--- src/rtl/adc_spi_sampler.sv ---
// SPI mode-0 read-frame engine for the serial ADC: one frame per accepted sample tick,
// discards the lead bits, assembles the result MSB first and strobes it out with oValid.
module adc_spi_sampler #(
  parameter int HALF_PER  = 25,
  parameter int LEAD_BITS = 3,
  parameter int DATA_BITS = 12
) (
  input  logic                 iClk,
  input  logic                 iReset_n,
  input  logic                 iTick,
  input  logic                 iMiso,
  output logic                 oSclk,
  output logic                 oCs_n,
  output logic [DATA_BITS-1:0] oSample,
  output logic                 oValid,
  output logic                 oBusy,
  output logic                 oOverrun
);

  localparam int NBITS = LEAD_BITS + DATA_BITS;
  localparam int HW    = (HALF_PER > 1) ? $clog2(HALF_PER) : 1;
  localparam int BW    = $clog2(NBITS + 1);

  localparam logic [HW-1:0] HALF_LAST = HW'(HALF_PER - 1);
  localparam logic [BW-1:0] BIT_LAST  = BW'(NBITS);
  localparam logic [BW-1:0] LEAD_CNT  = BW'(LEAD_BITS);

  typedef enum logic [1:0] {
    IDLE,
    SETUP,
    SHIFT,
    HOLD
  } state_t;

  state_t               r_state;
  logic [HW-1:0]        r_halfCnt;
  logic [BW-1:0]        r_bitCnt;
  logic [DATA_BITS-1:0] r_shift;
  logic [DATA_BITS-1:0] r_sample;
  logic                 r_sclk;
  logic                 r_csN;
  logic                 r_valid;
  logic                 r_busy;
  logic                 r_overrun;

  logic                 w_halfDone;
  logic                 w_keepBit;
  logic [DATA_BITS:0]   w_shiftWide;

  assign w_halfDone  = (r_halfCnt == HALF_LAST);
  assign w_keepBit   = (r_bitCnt >= LEAD_CNT);
  assign w_shiftWide = {r_shift, iMiso};

  // SETUP and SHIFT share the half-period logic: SETUP is simply the first low half with no bits taken yet.
  always_ff @(posedge iClk or negedge iReset_n) begin
    if (!iReset_n) begin
      r_state   <= IDLE;
      r_halfCnt <= '0;
      r_bitCnt  <= '0;
      r_shift   <= '0;
      r_sample  <= '0;
      r_sclk    <= 1'b0;
      r_csN     <= 1'b1;
      r_valid   <= 1'b0;
      r_busy    <= 1'b0;
      r_overrun <= 1'b0;
    end else begin
      r_valid   <= 1'b0;
      r_overrun <= iTick && (r_state != IDLE);
      case (r_state)
        IDLE: begin
          if (iTick) begin
            r_state   <= SETUP;
            r_csN     <= 1'b0;
            r_busy    <= 1'b1;
            r_halfCnt <= '0;
            r_bitCnt  <= '0;
            r_shift   <= '0;
          end
        end
        SETUP, SHIFT: begin
          if (w_halfDone) begin
            r_halfCnt <= '0;
            if (r_sclk) begin
              r_sclk <= 1'b0;
            end else if (r_bitCnt == BIT_LAST) begin
              r_csN    <= 1'b1;
              r_sample <= r_shift;
              r_valid  <= 1'b1;
              r_state  <= HOLD;
            end else begin
              r_sclk   <= 1'b1;
              r_bitCnt <= r_bitCnt + BW'(1);
              r_state  <= SHIFT;
              if (w_keepBit) begin
                r_shift <= w_shiftWide[DATA_BITS-1:0];
              end
            end
          end else begin
            r_halfCnt <= r_halfCnt + HW'(1);
          end
        end
        HOLD: begin
          if (w_halfDone) begin
            r_halfCnt <= '0;
            r_busy    <= 1'b0;
            r_state   <= IDLE;
          end else begin
            r_halfCnt <= r_halfCnt + HW'(1);
          end
        end
        default: begin
          r_state <= IDLE;
        end
      endcase
    end
  end

  assign oSclk    = r_sclk;
  assign oCs_n    = r_csN;
  assign oSample  = r_sample;
  assign oValid   = r_valid;
  assign oBusy    = r_busy;
  assign oOverrun = r_overrun;

endmodule
--- config.mk ---
export PLATFORM = sky130hd
export DESIGN_NAME = adc_spi_sampler
export DESIGN_NICKNAME = d
export VERILOG_FILES = /design/src/rtl/adc_spi_sampler.sv
export SDC_FILE = /design/constraint.sdc
export NUM_CORES = 1
export LEC_CHECK = 0
export ABC_AREA = 1
export BUFFER_PORTS_ARGS = -buffer_cell sky130_fd_sc_hd__buf_2
export CORE_MARGIN = 1
export CORE_UTILIZATION = 52
export CTS_CLUSTER_DIAMETER = 60
export DETAILED_ROUTE_END_ITERATION = 8
export GPL_ROUTABILITY_DRIVEN = 0
export HOLD_SLACK_MARGIN = 0.15
export PLACE_DENSITY = 0.76
export SETUP_SLACK_MARGIN = 0.05
export SYNTH_ARGS = -nofsm -noshare
export SYNTH_HDL_FRONTEND = slang
export SYNTH_SLANG_ARGS = --single-unit
--- constraint.sdc ---
create_clock -name iClk -period 1.6 [get_ports iClk]
set_clock_uncertainty 0.1 [all_clocks]
set_input_delay 0.32 -clock iClk [delete_from_list [all_inputs] [get_ports iClk]]
set_output_delay 0.32 -clock iClk [all_outputs]
set_load 0.005 [all_outputs]
==> impl_results.md <==
* Layout Cell Area excl Fill at about 2500 um^2
* Netlist Area Pre-Place at 1940 um^2
* Finished Layout Cells at 320
* Slew @ Worst Pin at 0.405 ns
* Clock Sinks at 40
* Commonest non-fill, non-tap cells in the layout: nand2_1, dfrtp_1, buf_2
* Diodes inserted at 0
* CTS tree: built
* Clk_lat worst skew at roughly 0.30 ns
* Yosys Warn Count at 0
* Largest net degree at the start of global routing at 26
* Worst rel slew slack at 0.730
* Minimum clock period at 1.62 ns
* Post-synthesis register bit count at 40
* Max-cap viol count at 0
* Initial antenna violation count at 0
* Share of layout cells above drive strength 1 at 0.314
* Fin crit share at 1.01
* Hold path depth at 3
* CP Capture Type: register
* Crit-path max FO at 8
* Syn-to-layout area delta at 27.0%
* CP Launch Type: register
* Failing checks: setup timing
* R2R depth at 9
* Pwr/cell area at 1720 nW/um^2
* First-pass GRT wire length at approximately 7.1 mm
* HP Class: input port to register
* I/O Buffers at 20
* Worst EP arrival at 1.76 ns
* Outcome: finished, violations left
* Grt ovf at 0
* Slew Limit Fails at 0
* Die area at 3980 um^2
* Setup Crit Path Kind: register to register
* Vias per inst at 5.20
* Final number of setup-violating endpoints at 11
* Final #Nets at 282
* DRC Markers at 0
* Placed cell area at 2190 um^2
* Die extent in x at 63.1 um
* Dpl cells at ~300
* First-pass DRT Iterations at 4
* Post-synthesis average cell area at between 8 and 9 um^2
* Final wirelength at 4.36 mm
* Max rail drop VDD at 1.03 mV
* DR vias at about 1700
* Most common cell after layout, fill and taps aside: nand2_1
* H-tree Lvls at 2
* Final-report hold violation count at 0
* Yosys cell types at 27
* DR WL/cell at 13.6 um
* F_max at 0.618 GHz
* Reg clk slew, reported paths at 0.08 ns
* Total CTS buffers at 5
* Synthesized instance count at 230
* RSZ-0062 raised after global routing: true
* Post-DRT Antenna Nets at 0
* Core footprint at 3470 um^2
* Register area share after synthesis at 0.516
* CP required at between 1.5 and 2 ns
* Vias in the first global route at 1528
* Initial DRC count at 76
* FP Rows at 21
* Top-level port count at 21
* Initial Utilization at 0.560
* Total nets after synthesis at 239
* Post-DP HPWL at 2.80 mm
* Standby leakage power at 1.34 nW
* Total GRT Usage at 0.236
* Clock Tree Buf Depth at 2
* Worst Setup Slack, final at -0.0192 ns
* Die height at approximately 63 um
* Root Driver: clkbuf_8
cell usage after synthesis:
cell type	n	area share
a21oi_1	1	0.0026
a31oi_1	1	0.0032
buf_2	3	0.0077
buf_4	1	0.0039
buf_6	3	0.017
clkinv_2	1	0.0026
dfrtp_1	39	0.50
dfstp_2	1	0.014
ha_1	5	0.032
inv_1	11	0.021
inv_2	2	0.0039
nand2_1	107	0.21
nand2_2	1	0.0032
nand2_4	2	0.012
nand3_1	8	0.021
nand3_2	2	0.010
nand3b_1	13	0.050
nand4_1	2	0.0064
nor2_1	9	0.017
nor2_2	3	0.0097
nor2_4	2	0.012
nor3_1	1	0.0026
o21ai_0	7	0.018
o21bai_1	1	0.0039
o22ai_1	1	0.0032
xnor2_1	1	0.0045
xor2_1	2	0.0090
path summary, 6_finish.rpt:
| path | end | start | slack, ns |
|---|---|---|---|
| worst max-delay path | oSample[0] | r_state[0] | -0.02 |
| worst max register to register | oSample[0] | r_state[0] | -0.02 |
| max in group asynchronous | r_halfCnt[3] | iReset_n | 0.55 |
| worst min register to register | oSample[7] | oSample[7] | 0.38 |
| min in group asynchronous | r_bitCnt[0] | iReset_n | 0.38 |
| worst min-delay path | oOverrun | iTick | 0.17 |
what timing repair did:
action,CTS,global route
pin swaps,3,14
gates resized for setup,7,28
gates cloned,0,2
endpoints found under the hold margin,15,0
setup buffers,3,3
setup endpoints to repair,28,38
hold buffers,1,0
worst max-delay path, stage by stage, from the launching register on:
cell and delay (ns):
dfrtp_1 0.38, inv_2 0.06, ha_4 0.31, inv_6 0.05
nor2_4 0.20, buf_12 0.15, nand2_8 0.09, inv_6 0.10
nand2_1 0.05, nand2_1 0.05
cell families after synthesis:
group | share of synthesized area
AOI/OAI and AO/OA | 0.0309
xor gates and xnor gates | 0.0135
adders and majority gates | 0.0322
buffers and inverters | 0.0567
DFF | 0.516
and+or+nand+nor | 0.351
flip-flops by register name (all words and copies together) (netlist names):
name / count
oBusy: 1
oValid: 1
r_shift: 12
oOverrun: 1
oSclk: 1
r_halfCnt: 5
oCs_n: 1
oSample: 12
r_bitCnt: 4
r_state: 2
power by group:
group | internal [mW] | switching [mW]
combinational | 0.912 | 1.28
sequential | 1.19 | 0.182
clock | 0.304 | 0.366
final cells by class:
class / instances / area, um^2
Sequential cell: 40 / 1000
Fill cell: 278 / 1000
Multi-Input combinational cell: 170 / 931
Timing Repair Buffer: 41 / 309
Inverter: 14 / 70.1
Clock buffer: 5 / 68.8
Tap cell: 46 / 57.6
Clock inverter: 3 / 18.8
Timing Repair inverter: 1 / 8.76
stage by stage:
step	hold WS, ns	power [mW]	utilization	setup TNS, ns	setup slack, ns
floorplan	-0.0756	2.68	-	0	0.0602
global placement	0.170	3.23	0.631	0	0.0200
detailed placement	0.165	3.29	0.631	-0.237	-0.0412
CTS	0.172	4.02	0.671	0	0.0245
global route	0.186	4.57	0.711	-1.90	-0.0887
finish	0.174	4.23	0.711	-0.107	-0.0192
per-layer routing:
layer,GRT usage,vias up,wire (um)
li1,-,813,-
met1,0.301,806,1900
met2,0.380,39,2200
met3,0.0634,5,199
met4,0.0872,0,60
met5,0,-,0
Note: power is estimated with default switching activity, not from simulation.
